**config.mk**
```make
export PLATFORM = sky130hd
export DESIGN_NAME = booth_mult
export DESIGN_NICKNAME = d
export VERILOG_FILES = /design/src/rtl/booth_mult.sv
export SDC_FILE = /design/constraint.sdc
export NUM_CORES = 1
export LEC_CHECK = 0
export ABC_AREA = 1
export ABC_CLOCK_PERIOD_IN_PS = 3200
export BUFFER_PORTS_ARGS = -buffer_cell sky130_fd_sc_hd__buf_2
export CORE_ASPECT_RATIO = 0.6
export CORE_UTILIZATION = 25
export DETAILED_ROUTE_END_ITERATION = 6
export GPL_ROUTABILITY_DRIVEN = 0
export GPL_TIMING_DRIVEN = 0
export SKIP_CTS_REPAIR_TIMING = 1
export SLEW_MARGIN = 20
export SYNTH_ARGS = -nofsm -noshare
export SYNTH_HDL_FRONTEND = slang
export SYNTH_SLANG_ARGS = --single-unit
export TNS_END_PERCENT = 5
```
**constraint.sdc**
```tcl
create_clock -name Clock -period 3.2 [get_ports Clock]
set_input_delay 0.32 -clock Clock [delete_from_list [all_inputs] [get_ports Clock]]
set_output_delay 0.32 -clock Clock [all_outputs]
set_load 0.03 [all_outputs]
```
**src/rtl/booth_mult.sv**
```systemverilog
// Sequential radix-2 Booth signed multiplier for the multicycle datapath.
// One Booth step per clock; the start/stop handshake matches the divider's.
//
// state  | meaning
// IDLE   | waiting for w_MultStart; HI/LO hold the last product
// CALC   | one Booth add/shift step per edge, WIDTH steps in total
// DONE   | w_MultStop high for one cycle; a new start is accepted here too
module booth_mult #(
  parameter int WIDTH = 32
) (
  input  logic             Clock,
  input  logic             Reset,
  input  logic             w_MultStart,
  input  logic [WIDTH-1:0] w_A,
  input  logic [WIDTH-1:0] w_B,
  output logic             w_MultBusy,
  output logic             w_MultStop,
  output logic [WIDTH-1:0] w_MULTHI,
  output logic [WIDTH-1:0] w_MULTLO
);

  localparam int CNT_W = (WIDTH > 1) ? $clog2(WIDTH) : 1;

  localparam logic [1:0] S_IDLE = 2'd0;
  localparam logic [1:0] S_CALC = 2'd1;
  localparam logic [1:0] S_DONE = 2'd2;

  logic [1:0]       state;
  logic [WIDTH:0]   m;
  logic [WIDTH:0]   acc;
  logic [WIDTH-1:0] q;
  logic             q_1;
  logic [CNT_W-1:0] cnt;

  logic [WIDTH:0]   acc_sum;
  logic [WIDTH:0]   acc_nxt;
  logic [WIDTH-1:0] q_nxt;
  logic             last_step;
  logic             accept;

  // ACC is one bit wider than the operands so subtracting M = -2^(WIDTH-1) cannot overflow.
  always_comb begin
    acc_sum = acc;
    case ({q[0], q_1})
      2'b01:   acc_sum = acc + m;
      2'b10:   acc_sum = acc - m;
      default: acc_sum = acc;
    endcase
    acc_nxt   = {acc_sum[WIDTH], acc_sum[WIDTH:1]};
    q_nxt     = {acc_sum[0], q[WIDTH-1:1]};
    last_step = (cnt == CNT_W'(WIDTH - 1));
    accept    = w_MultStart && ((state == S_IDLE) || (state == S_DONE));
  end

  always_ff @(posedge Clock or negedge Reset) begin
    if (!Reset) begin
      state      <= S_IDLE;
      m          <= '0;
      acc        <= '0;
      q          <= '0;
      q_1        <= 1'b0;
      cnt        <= '0;
      w_MultBusy <= 1'b0;
      w_MultStop <= 1'b0;
      w_MULTHI   <= '0;
      w_MULTLO   <= '0;
    end else begin
      case (state)
        S_IDLE, S_DONE: begin
          w_MultStop <= 1'b0;
          if (accept) begin
            m          <= {w_A[WIDTH-1], w_A};
            q          <= w_B;
            q_1        <= 1'b0;
            acc        <= '0;
            cnt        <= '0;
            w_MultBusy <= 1'b1;
            state      <= S_CALC;
          end else begin
            state <= S_IDLE;
          end
        end
        S_CALC: begin
          acc <= acc_nxt;
          q   <= q_nxt;
          q_1 <= q[0];
          cnt <= cnt + CNT_W'(1);
          if (last_step) begin
            // ACC[WIDTH] is only sign extension of the product by now.
            w_MULTHI   <= acc_nxt[WIDTH-1:0];
            w_MULTLO   <= q_nxt;
            w_MultStop <= 1'b1;
            w_MultBusy <= 1'b0;
            state      <= S_DONE;
          end
        end
        default: begin
          state      <= S_IDLE;
          w_MultBusy <= 1'b0;
          w_MultStop <= 1'b0;
        end
      endcase
    end
  end

endmodule

```
After elaboration in Yosys (flattened, before gate mapping)
Cells that the tools add are included.

word-level totals
  register bits = 171
  bits of input ports = 67
  output and inout bits = 66
  logic and storage cells = 46

cells by class
  add/sub/neg operators = 3
  equality and inequality tests = 7
  mux-type cells = 17
  reduce and logical (&&, ||, !) cells = 9

operators by type and width
  operator             count
  $pmux 33 s2          2
  $pmux 32 s2          1
  $add 33x33->33       1
  $mux 33              1
  $sub 33x33->33       1
  $mux 32              1
  $pmux 5 s2           1
  $reduce_and 2->1     4
  $mux 1               6
  $add 5x1->5 const B  1
  $eq 5x5->1 const B   1
  $mux 5               1
  $eq 2x1->1 const B   2
  $eq 2x2->1 const B   2
  $ne 2x2->1 const B   2
  $pmux 1 s2           2
  $pmux 2 s2           1
  $logic_not 2->1      1
  $mux 2               1
  $reduce_bool 2->1    1
  $reduce_or 2->1      1
  $logic_and 1x1->1    1
  $logic_or 1x1->1     1

Logic depth before layout (Yosys ltp)
  word-level depth = 5
  depth in mapped cells = 24
  mapped depth without buffers = 24

Worst setup path after synthesis
OpenSTA, ideal clock, no wires.

  path kind = reg2reg
  start = register q[0]
  end = register acc[27]
  setup time = 0.121 ns
  arrival = 2.732 ns
  data required time = 3.079 ns
  setup slack = 0.347 ns
  stages on the path, launching flop included = 20
  period minus slack after synthesis = 2.853 ns
  cell sequence = dfrtp_1 > ha_1 > buf_2 > inv_1 > clkbuf_1 > o21ai_0 > xor2_1 > ha_1 > nand2_1 > inv_1 > nand2_1 > nand2_1 > a21oi_1 > nor2_1 > nor2_1 > nand2_1 > nand2_1 > nand3_1 > nand3_1 > o21ai_1

on the way
  word-level cells in the longest chain between the ends = 3

ends and longest elaborated chain
  what                                      RTL line  text
  start, declared                           31        logic [WIDTH-1:0] q;
  start signal, assigned                    73        q <= w_B;
  start signal, assigned                    85        q <= q_nxt;
  $eq 2x2->1 or $eq 2x1->1 (tied branches)  44        case ({q[0], q_1})
  $pmux 33 s2 (*)                           44
  $pmux 33 s2 (*)                           68        case (state)
  end signal, assigned                      84        acc <= acc_nxt;
  end, declared                             30        logic [WIDTH:0] acc;

Mark *: on every way between the ends. The rest lies on a longest branch, timed or not.
A chain may end at the register's enable or synchronous reset.

Worst setup path in the final report
  start = register m[1]
  end = register w_MULTHI[30]

on the way
  word-level cells in the longest chain between the ends = 2

ends and longest elaborated chain
  what                                              RTL line  text
  start, declared                                   29        logic [WIDTH:0] m;
  start signal, assigned                            72        m <= {w_A[WIDTH-1], w_A};
  $sub 33x33->33 or $add 33x33->33 (tied branches)  46, 45
  $pmux 33 s2 (*)                                   44
  end signal, assigned                              90        w_MULTHI <= acc_nxt[WIDTH-1:0];
  end, declared                                     18        output logic [WIDTH-1:0] w_MULTHI,

Marks and branches as above.

==> results by group <==
Logic synthesis
  • Post-Synth Simple-Gate Area: 0.262
  • Ys flop type: dfrtp_1
  • Flops & latches, synth: 169
  • Post-Synth XOR/XNOR Area: 0.0332
  • Avg Synthesized Cell Area: 7.59 µm²
  • Number of flops mapped to enable cells by yosys: 0
  • Adder-cell share of the synthesized area: 0.0482
  • Synth Cell Area: 0.00977 mm²
  • Synthesized Nets: 1391
  • Post-synth cell types: 45
  • Async SR Flop Fraction: 1.00
  • Yosys warns: 0
  • Sequential element share of the synthesized area: 0.433
  • Area share of the largest cell type after synthesis: 0.433
  • Post-synthesis mux area share: 0.00307
  • Leading area contributor after synthesis: dfrtp_1
  • Cells after Synth: 1287
  • Compound-gate portion of the synthesized area: 0.142
  • Largest family of logic cells by synthesized area: simple AND/OR/NAND/NOR gates
  • Synth area leaders: dfrtp_1, nand2_1, inv_1

GRT
  • Largest net degree at the start of global routing: 69
  • Tot GR Track Use: 0.162
  • Vias in the first global route: 8548
  • First-pass GRT wire length: 49500 µm
  • Overflow after GRT: 0
  • Initial antenna violation count: 0

Finish
  • Area added between synthesis and finish: 26.4%
  • Non-filler cells, final: 1980
  • Fin area: 0.0123 mm²
  • Fill count: 4041
  • FF/Latch Area: 0.00423 mm²
  • Layout cells sized above 1: 0.228
  • Final Net Count: 1556
  • Area taken by multi-input logic gates: 0.00524 mm²
  • Final Util: 0.324

Routing
  • Wirelength per Cell: 16.3 µm
  • Routed vias/inst: 4.65
  • Final ANT Viol Nets: 0
  • DRC: 0
  • Drt total wl: 32300 µm
  • Drt first pass iters: 5
  • Iteration-0 DRC Markers: 886
  • Vias: 9214

Timing
  • Final worst path period share: 1.05
  • Final hold viol count: 0
  • Clock skew: 0.0164 ns
  • Post-layout min period: 3.37 ns
  • Unrepaired setup endpoints after global routing: true
  • Slew Viols, Final: 0
  • Slew at the pin closest to its max-slew limit: 0.861 ns
  • Final worst setup slack: -0.166 ns
  • Final setup fails: 20
  • Fmax: 0.297 GHz
  • Slew HR: 0.426

Die
  • Core area: 0.0381 mm²
  • # rows: 55
  • Starting Density: 0.257
  • DIE AREA: 0.0399 mm²
  • Die Y: 155 µm
  • Die Wd: 257 µm
  • Io pins: 133

Worst setup path
  • CP endpoint kind: flip-flop
  • Max FO, Critical Path: 5
  • Worst path arrival time: 3.69 ns
  • Crit path max-delay family: simple AND/OR/NAND/NOR gates
  • Worst Path Buf+Inv: 2
  • CP max stage cell: xnor2_2
  • Startpoint Class: flip-flop
  • Worst R2R Start: m[1]
  • Setup CP Type: flip-flop to flip-flop
  • Max incr delay on CP: 0.40 ns
  • Critical Path RT: 3.52 ns
  • RR Endpoint: w_MULTHI[30]
  • R2R cell count: 20
  • Crit path cell chain: inv_1, ha_2, nand2_2, nor2_4, nand2_2, o21ai_2, o21ai_2, xnor2_2, ha_4, a21oi_1, o21a_1, nand2_1, inv_1, nor2_2, nor2_2, nand2_1, nand2_1, nand3_2, nand3_4, nand2_2
  • FF-to-FF setup slack: -0.17 ns

Placed design
  • IO Port Bufs: 132
  • DP Area: 0.0111 mm²
  • Placed cell count: 1934
  • HPWL Detailed: 25000 µm
  • DP Worst Slack: -0.653 ns

Clock network
  • CTS H-tree depth: 4
  • Worst-Skew Late Latency: 0.45 ns
  • Root Driver: clkbuf_16
  • Worst-path clk slew: 0.07 ns
  • TritonCTS clock tree: done
  • CTS buffer count: 17
  • Clock tree buffer depth: 2
  • Clk sinks: 169

Run status
  • Status: finished with violations
  • Violated checks: setup timing

Min path
  • Hold path depth: 3
  • Worst Hold Class: input port to flip-flop
  • Worst Hold End: m[29]
  • Worst hold start: w_A[29]

Run
  • Max Cap Viol: 0
==> metal layers <==
layer | global-route usage | vias up | routed length, µm | share of wire
met5 | 0 | - | 0 | 0
met1 | 0.246 | 4362 | 16400 | 0.51
li1 | - | 4484 | - | -
met2 | 0.210 | 324 | 12300 | 0.38
met4 | 0.0425 | 0 | 670 | 0.021
met3 | 0.0572 | 44 | 2910 | 0.090
==> cells in the final DEF (no fill, tap or decap), drive strengths merged <==
cell,Yosys,final
bufinv,0,3
xnor2,8,8
diode,0,2
a31oi,1,1
o211ai,12,12
buf,23,168
clkinv,2,5
mux2i,3,3
fa,1,1
a22o,2,2
nand3,73,73
nand4,5,5
o21ai,103,103
inv,145,144
dlygate4sd3,0,1
xor2,29,29
nand2,442,442
ha,36,36
o22ai,5,5
nor4,1,1
dfrtp,169,169
nor2,100,100
nor3,4,4
clkbuf,23,45
a21o,4,4
o41ai,1,1
o221ai,31,31
clkinvlp,0,5
o21a,1,1
or2,11,11
o31ai,1,1
a21oi,45,45
o21bai,6,6
==> worst max path at each step <==
stage,from,to,slack (ns),depth (start not counted)
global placement,Reset,m[4],-1.00,1
detailed placement,q[0],w_MULTHI[29],-0.65,18
floorplan,q[0],acc[27],0.35,19
CTS,q[0],w_MULTHI[31],-0.69,20
global route,m[1],w_MULTHI[31],-0.38,21
finish,m[1],w_MULTHI[30],-0.17,20
==> state kept, by name, summed over array words and instances (netlist names) <==
name / flops
acc: 32
cnt: 5
m: 32
q: 32
q_1: 1
state: 2
w_MULTHI: 32
w_MULTLO: 32
w_MultBusy: 1
==> kinds of logic after synthesis <==
logic type | count (synthesis)
and+or+nand+nor | 636
DFF | 169
buffers and inverters | 193
xor gates and xnor gates | 37
AOI/OAI and AO/OA | 212
muxes | 3
adders and majority gates | 37
==> layout make-up <==
cell class | instances | share of cell area
diodes | 2 | 0.000405
plain buffers | 46 | 0.0193
clock buffers | 22 | 0.0384
clock inverters | 10 | 0.0116
inverters | 147 | 0.0451
multi-input cells | 925 | 0.424
flip-flops and latches | 169 | 0.343
well taps | 513 | 0.0520
repair buffers | 146 | 0.0663
==> per-stage QoR <==
| stage | hold WS (ns) | TNS (ns) |
|---|---|---|
| 2_1_floorplan | 0.0244 | 0 |
| 4_1_cts | -0.221 | -18.32 |
| 3_3_place_gp | 0.455 | -182.50 |
| 6_report | 0.0769 | -1.31 |
| 5_1_grt | 0.0688 | -9.30 |
| 3_5_place_dp | 0.257 | -17.35 |
==> worst reg2reg max path: stages, from the launching register on <==
cell and delay (ns):
dfrtp_1 0.37, inv_1 0.12, ha_2 0.21, nand2_2 0.09, nor2_4 0.13, nand2_2 0.11
o21ai_2 0.19, o21ai_2 0.11, xnor2_2 0.40, ha_4 0.29, a21oi_1 0.22, o21a_1 0.20
nand2_1 0.07, inv_1 0.11, nor2_2 0.08, nor2_2 0.12, nand2_1 0.07, nand2_1 0.07
nand3_2 0.09, nand3_4 0.15, nand2_2 0.05
==> cells in the mapped netlist (14+ instances only) <==
master / n
a21oi_1: 43
buf_2: 14
clkbuf_1: 23
dfrtp_1: 169
ha_1: 36
inv_1: 140
nand2_1: 441
nand3_1: 73
nor2_1: 95
o21ai_0: 79
o21ai_1: 19
o221ai_1: 18
xor2_1: 29
Power is left out: the tool's default activity adds up to more than one toggle a clock period on the data nets, which glitch-free logic cannot reach.
